**config.mk**
```make
export PLATFORM = sky130hd
export DESIGN_NAME = mem_stage
export DESIGN_NICKNAME = d
export VERILOG_FILES = /design/src/rtl/mem_stage.sv
export SDC_FILE = /design/constraint.sdc
export NUM_CORES = 1
export LEC_CHECK = 0
export ABC_AREA = 1
export CAP_MARGIN = 20
export CORE_MARGIN = 4
export CORE_UTILIZATION = 30
export CTS_CLUSTER_DIAMETER = 30
export DETAILED_ROUTE_END_ITERATION = 16
export HOLD_SLACK_MARGIN = 0.03
export PLACE_DENSITY = 0.77
export SYNTH_ARGS = -nofsm -noshare
export SYNTH_HDL_FRONTEND = slang
export SYNTH_SLANG_ARGS = --single-unit
```
**constraint.sdc**
```tcl
create_clock -name clk -period 1.46 [get_ports clk]
set_input_delay 0.292 -clock clk [delete_from_list [all_inputs] [get_ports clk]]
set_output_delay 0.292 -clock clk [all_outputs]
set_load 0.01 [all_outputs]
```
**src/rtl/mem_stage.sv**
```systemverilog
// mem_stage: pipeline memory stage driving a 16-bit asynchronous SRAM.
// Each 32-bit load/store becomes two half-word accesses (LO then HI). Each
// half is held for HALF_CYCLES cycles. The stage holds ready low for the
// whole access so that upstream stages freeze.
// Optional feature: define MEM_ALIGN_CHECK_EN to short-circuit misaligned
// requests straight to DONE with the misalign flag raised.
module mem_stage #(
  parameter int MEM_BASE    = 1024,
  parameter int HALF_CYCLES = 2
) (
  input  logic        clk,
  input  logic        rst,
  input  logic        mem_read_in,
  input  logic        mem_write_in,
  input  logic        wb_enable_in,
  input  logic [3:0]  dest_reg_in,
  input  logic [31:0] alu_result_in,
  input  logic [31:0] val_rm_in,
  input  logic [15:0] sram_rdata,
  output logic        ready,
  output logic [31:0] mem_data_out,
  output logic [31:0] alu_result_out,
  output logic        wb_enable_out,
  output logic        mem_read_out,
  output logic [3:0]  dest_reg_out,
  output logic [17:0] sram_addr,
  output logic [15:0] sram_wdata,
  output logic        sram_we_n,
  output logic        sram_dq_oe,
  output logic        misalign
);

  typedef enum logic [1:0] {IDLE, LO, HI, DONE} state_t;

  localparam logic [3:0] HALF_LAST = 4'(HALF_CYCLES - 1);

  state_t      state, state_nxt;
  logic [3:0]  half_cnt;
  logic        half_last;
  logic        request;
  logic        misaligned;
  logic [16:0] word_idx;

  // The writeback fields ride through this stage untouched.
  assign alu_result_out = alu_result_in;
  assign wb_enable_out  = wb_enable_in;
  assign mem_read_out   = mem_read_in;
  assign dest_reg_out   = dest_reg_in;

  assign request   = mem_read_in | mem_write_in;
  assign half_last = (half_cnt == HALF_LAST);

  // Only offset bits [18:2] select the word, and the borrow into them only
  // depends on the low 19 bits. The subtraction is therefore kept at 19 bits.
  assign word_idx = 17'((alu_result_in[18:0] - 19'(MEM_BASE)) >> 2);

`ifdef MEM_ALIGN_CHECK_EN
  logic misalign_q;

  assign misaligned = ((alu_result_in[1:0] - 2'(MEM_BASE)) != 2'b00);
  assign misalign   = misalign_q;

  // Flag is raised exactly for the DONE cycle reached by the misaligned shortcut.
  always_ff @(posedge clk or posedge rst) begin
    if (rst) misalign_q <= 1'b0;
    else     misalign_q <= (state == IDLE) && request && misaligned;
  end
`else
  assign misaligned = 1'b0;
  assign misalign   = 1'b0;
`endif

  // State register.
  always_ff @(posedge clk or posedge rst) begin
    // NOTE: sequential state uses non-blocking assignments so that every
    // register samples the pre-edge values, whatever the block order.
    if (rst) state <= IDLE;
    else     state <= state_nxt;
  end

  // Half-access cycle counter. It wraps to zero on the last cycle of each
  // half, so it is already cleared on entry to LO and to HI.
  always_ff @(posedge clk or posedge rst) begin
    if (rst)                                          half_cnt <= '0;
    else if ((state == LO || state == HI) && !half_last) half_cnt <= half_cnt + 4'd1;
    else                                              half_cnt <= '0;
  end

  // Next-state logic and the SRAM/handshake outputs.
  always_comb begin
    // NOTE: every output gets a default before the case, so that no path
    // leaves a value unassigned and no latch is inferred.
    state_nxt  = state;
    ready      = 1'b0;
    sram_addr  = '0;
    sram_wdata = '0;
    sram_we_n  = 1'b1;
    sram_dq_oe = 1'b0;
    case (state)
      IDLE: begin
        ready = !request;
        if (request) state_nxt = misaligned ? DONE : LO;
      end
      LO: begin
        sram_addr = {word_idx, 1'b0};
        if (mem_write_in) begin
          sram_we_n  = 1'b0;
          sram_dq_oe = 1'b1;
          sram_wdata = val_rm_in[15:0];
        end
        if (half_last) state_nxt = HI;
      end
      HI: begin
        sram_addr = {word_idx, 1'b1};
        if (mem_write_in) begin
          sram_we_n  = 1'b0;
          sram_dq_oe = 1'b1;
          sram_wdata = val_rm_in[31:16];
        end
        if (half_last) state_nxt = DONE;
      end
      DONE: begin
        ready     = 1'b1;
        state_nxt = IDLE;
      end
      default: state_nxt = IDLE;
    endcase
  end

  // Load word assembly: each half is captured on its last held cycle.
  always_ff @(posedge clk or posedge rst) begin
    if (rst) begin
      mem_data_out <= '0;
    end else if (mem_read_in && half_last) begin
      if (state == LO)      mem_data_out[15:0]  <= sram_rdata;
      else if (state == HI) mem_data_out[31:16] <= sram_rdata;
    end
  end

endmodule

```
==> flow_summary.rst <==
.. list-table::
   :header-rows: 1

   * - Metric
     - Value
   * - Hold slack
     - 0.339 ns
   * - Core Area
     - 8180 µm²
   * - Post-synthesis share of cell area spent on xor and xnor gates
     - 0.699%
   * - Element type at the critical path end
     - output port
   * - Startpoint of the worst register-to-register path
     - state[0]
   * - Net switching power of the design
     - 3.83 mW
   * - Syn Area/Cell
     - 7.31 µm²
   * - Worst voltage drop across the vdd grid
     - 1.24 mV
   * - R2r endpoint
     - mem_data_out[18]
   * - Worst path top cell family by delay
     - buffers and inverters
   * - Yosys warning total
     - 0
   * - Cells traversed along the worst timing path
     - buf_6 > ha_4 > o21ai_4 > buf_6 > nor2_2 > buf_2
   * - Synthesized-area fraction occupied by and/or/nand/nor cells
     - 32.3%
   * - Number of vias per cell
     - 4.58
   * - Remaining global-route overflow
     - 0
   * - Instance count of the mapped netlist
     - 343
   * - HPWL Detailed
     - 6.52 mm
   * - Net count after synthesis
     - 440
   * - Initial core utilization
     - 30.7%
   * - Multiplexer share of the synthesized area
     - 0%
   * - Total number of vias
     - 2835
   * - Compound-Gate Fraction of Synth Area
     - 4.99%
   * - Overall power after layout
     - 8.88 mW
   * - Sequential power share
     - 20.8%
   * - Pin count of the biggest net entering global routing
     - 39
   * - EDFF count, synth
     - 0
   * - Data arrival time at the worst-slack endpoint
     - 1.67 ns
   * - Cell area after technology mapping
     - 2510 µm²
   * - Minimum period implied by the final worst setup slack
     - 1.96 ns
   * - Cell with the most instances after synthesis
     - sky130_fd_sc_hd__nand2_1
   * - Final Max Tran Viols
     - 0
   * - Port buffer count
     - 155
   * - Number of antenna violations at the first check in global routing
     - 0
   * - Fraction of power spent switching nets
     - 43.2%
   * - Post-synthesis adder-cell area fraction
     - 3.99%
   * - Internal power
     - 5.05 mW
   * - CTS H-tree depth
     - 2
   * - Highest Clock Rate
     - 0.510 GHz
   * - TritonCTS clock tree
     - built
   * - Layout cells sized above 1
     - 38.5%
   * - Clk root buf
     - sky130_fd_sc_hd__clkbuf_8
   * - Dominant cell type by count on the critical path
     - sky130_fd_sc_hd__buf_6
   * - Number of remaining DRC errors
     - 0
   * - Asr flop ratio synth
     - 100%
   * - R2R Setup Slk
     - -0.34 ns
   * - Post-synthesis cell type with the largest combined area
     - sky130_fd_sc_hd__dfrtp_1
   * - Num ports
     - 197
   * - Dominant combinational cell family by area after synthesis
     - simple AND/OR/NAND/NOR gates
   * - Clk_lat worst skew
     - 0.29 ns
   * - Placed instance area
     - 4310 µm²
   * - Die Y
     - 99.4 µm
   * - Nets@finish
     - 610
   * - Max cap viols
     - 0
   * - Status
     - complete, but fails checks
   * - Total setup violations reported at the end of the flow
     - 55
   * - Final standard cell area without fillers
     - 4890 µm²
   * - Floorplan die area
     - 9880 µm²
   * - Antenna violation net count after detailed routing
     - 0
   * - Clock transition at the registers of the reported paths
     - 0.08 ns
   * - Number of clock buffers inserted by TritonCTS
     - 5
   * - Synth-to-Final Area Change
     - 95.2%
   * - Main flop type after synthesis
     - sky130_fd_sc_hd__dfrtp_1
   * - Share of power burned in the clock network
     - 10.1%
   * - Type of element launching the critical path
     - flip-flop
   * - Total wirelength of the detailed-routed design
     - 8.96 mm
   * - Ant. Diodes
     - 0
   * - First DRT Iteration DRCs
     - 74
   * - Number of iterations in the first detailed-routing pass
     - 4
   * - Row count
     - 33
   * - Combinational group share of total power
     - 69.1%
   * - Worst stage delay on the critical path
     - 0.42 ns
   * - Number of synthesized register bits
     - 38
   * - Proportion of synthesized chip area in sequential cells
     - 37.9%
   * - Data required time at the worst endpoint
     - 1.17 ns
   * - Final hold violations
     - 0
   * - Leading cell types by total area after synthesis
     - sky130_fd_sc_hd__dfrtp_1, sky130_fd_sc_hd__nand2_1, sky130_fd_sc_hd__buf_4
   * - Distinct cell type count of the synthesized netlist
     - 23
   * - Class of the tightest hold or removal check
     - input pin to async pin
   * - Gr usage total
     - 16.9%
   * - Routability cong.
     - 0.785
   * - Max Root-Sink Buffers
     - 2
   * - Worst clock skew
     - 0.00590 ns
   * - Reg2Reg Depth
     - 12
   * - Unrepaired setup endpoints after global routing
     - yes
   * - CP max stage cell
     - sky130_fd_sc_hd__dfrtp_1
   * - Worst Setup Path Type
     - flip-flop to output port
   * - Final worst-path setup slack
     - -0.501 ns
   * - Wire length of the first global-routing pass
     - 13.6 mm
   * - Horiz. Die Dim
     - 99.4 µm
   * - Mean routed wirelength per cell
     - 14.5 µm
   * - Pwr per Cell Area
     - 1810 nW/µm²
   * - Final worst-path cycle share
     - 134%
   * - Crit Path Max Fanout
     - 6
   * - Buffers plus inverters on the worst setup path
     - 3
   * - Number of global-route vias before repair
     - 2938
   * - Violated checks
     - negative setup slack
   * - Number of buffers inserted by hold repair at cts
     - 0
   * - Ranking of synthesized cells by instance count
     - sky130_fd_sc_hd__nand2_1, sky130_fd_sc_hd__buf_4, sky130_fd_sc_hd__nand3_1
   * - Leakage
     - 2.36 nW
   * - Top cell type's share of synthesized area
     - 37.9%
   * - CTS sink count
     - 38
[layout make-up]
type,count,area (µm²)
fillers,704,3280
clock buffers,5,68.8
repair buffers,214,2020
multi-input cells,228,1570
inverters,26,103
clock inverters,3,45.0
well taps,105,131
flip-flops and latches,38,951
[cell families (layout without fill, tap and decap cells)]
logic type	Yosys count	in the layout
XOR/XNOR	2	2
AND/OR/NAND/NOR	190	192
buffers and inverters	79	248
adder cells (fa/ha/maj)	8	8
other	1	1
AO/OA/AOI/OAI	25	25
flip-flops	38	38
[how the worst max path moves through the flow]
stage | start | endpoint | slack, ns | cells past startpoint
2_1_floorplan | state[0] | sram_wdata[0] | -0.04 | 5
6_report | state[0] | sram_addr[1] | -0.50 | 6
4_1_cts | state[0] | sram_wdata[15] | -0.52 | 5
3_3_place_gp | alu_result_in[10] | sram_addr[15] | -0.88 | 10
3_5_place_dp | alu_result_in[10] | sram_addr[15] | -0.97 | 10
5_1_grt | state[0] | sram_addr[12] | -0.57 | 7
[layout by cell type (no fill, tap or decap), types with 4 or more instances in the layout]
cell type | Yosys | final
sky130_fd_sc_hd__nor2_1 | 28 | 12
sky130_fd_sc_hd__nand3_2 | 0 | 14
sky130_fd_sc_hd__clkbuf_8 | 1 | 5
sky130_fd_sc_hd__clkdlybuf4s15_1 | 0 | 5
sky130_fd_sc_hd__inv_1 | 26 | 21
sky130_fd_sc_hd__nand3_1 | 39 | 24
sky130_fd_sc_hd__dlygate4sd2_1 | 0 | 47
sky130_fd_sc_hd__nand2_8 | 0 | 4
sky130_fd_sc_hd__a21oi_4 | 0 | 11
sky130_fd_sc_hd__buf_4 | 39 | 35
sky130_fd_sc_hd__nor2_4 | 1 | 9
sky130_fd_sc_hd__nor2_2 | 1 | 9
sky130_fd_sc_hd__buf_2 | 7 | 15
sky130_fd_sc_hd__a21oi_2 | 0 | 8
sky130_fd_sc_hd__nand2_1 | 115 | 93
sky130_fd_sc_hd__buf_12 | 0 | 5
sky130_fd_sc_hd__dfrtp_1 | 38 | 38
sky130_fd_sc_hd__buf_6 | 5 | 37
sky130_fd_sc_hd__clkdlybuf4s50_1 | 0 | 67
sky130_fd_sc_hd__nand2_2 | 1 | 20
[worst min-delay path, cell delays in order]
cell,delay [ns]
sky130_fd_sc_hd__clkdlybuf4s50_1,0.39
sky130_fd_sc_hd__inv_1,0.09
sky130_fd_sc_hd__buf_12,0.23
[state kept, by name, indices dropped and copies added (netlist names)]
| register | cells |
|---|---|
| mem_data_out | 32 |
| half_cnt | 4 |
| state | 2 |
[layer usage]
layer  GRT usage (%)  vias to the layer above  share of wire [%]
met2            31.7                      127                 53
met5               0                        -                  0
met4            4.83                        0                1.8
met3            5.05                       14                8.6
li1                -                     1371                  -
met1            18.2                     1323                 37
[per-stage QoR]
step | worst slack (ns) | utilization [%] | TNS [ns] | instances
2_1_floorplan | -0.0443 | - | -1.05 | 343
4_1_cts | -0.516 | 55.6 | -22.70 | 612
5_1_grt | -0.569 | 59.9 | -25.68 | 619
6_report | -0.501 | 59.9 | -21.88 | 619
3_3_place_gp | -0.879 | 52.7 | -30.21 | 590
3_5_place_dp | -0.972 | 52.7 | -30.88 | 590
[power groups by stage]
stage | Clock (mW) | Combinational (mW) | Sequential [mW]
6_report | 0.897 | 6.14 | 1.84
5_1_grt | 0.969 | 6.63 | 1.90
4_1_cts | 0.925 | 5.43 | 1.82
3_5_place_dp | 0 | 5.17 | 1.85
3_3_place_gp | 0 | 5.07 | 1.84
2_1_floorplan | 0 | 2.53 | 2.05
[what timing repair did]
item | 4_1_cts | 5_1_grt
setup buffers | 13 | 8
gates cloned | 2 | 0
resized for setup | 249 | 81
setup endpoints to repair | 107 | 76
hold endpoints to repair | 0 | 0
pin swaps | 12 | 37
(Power assumes the default switching activity.)
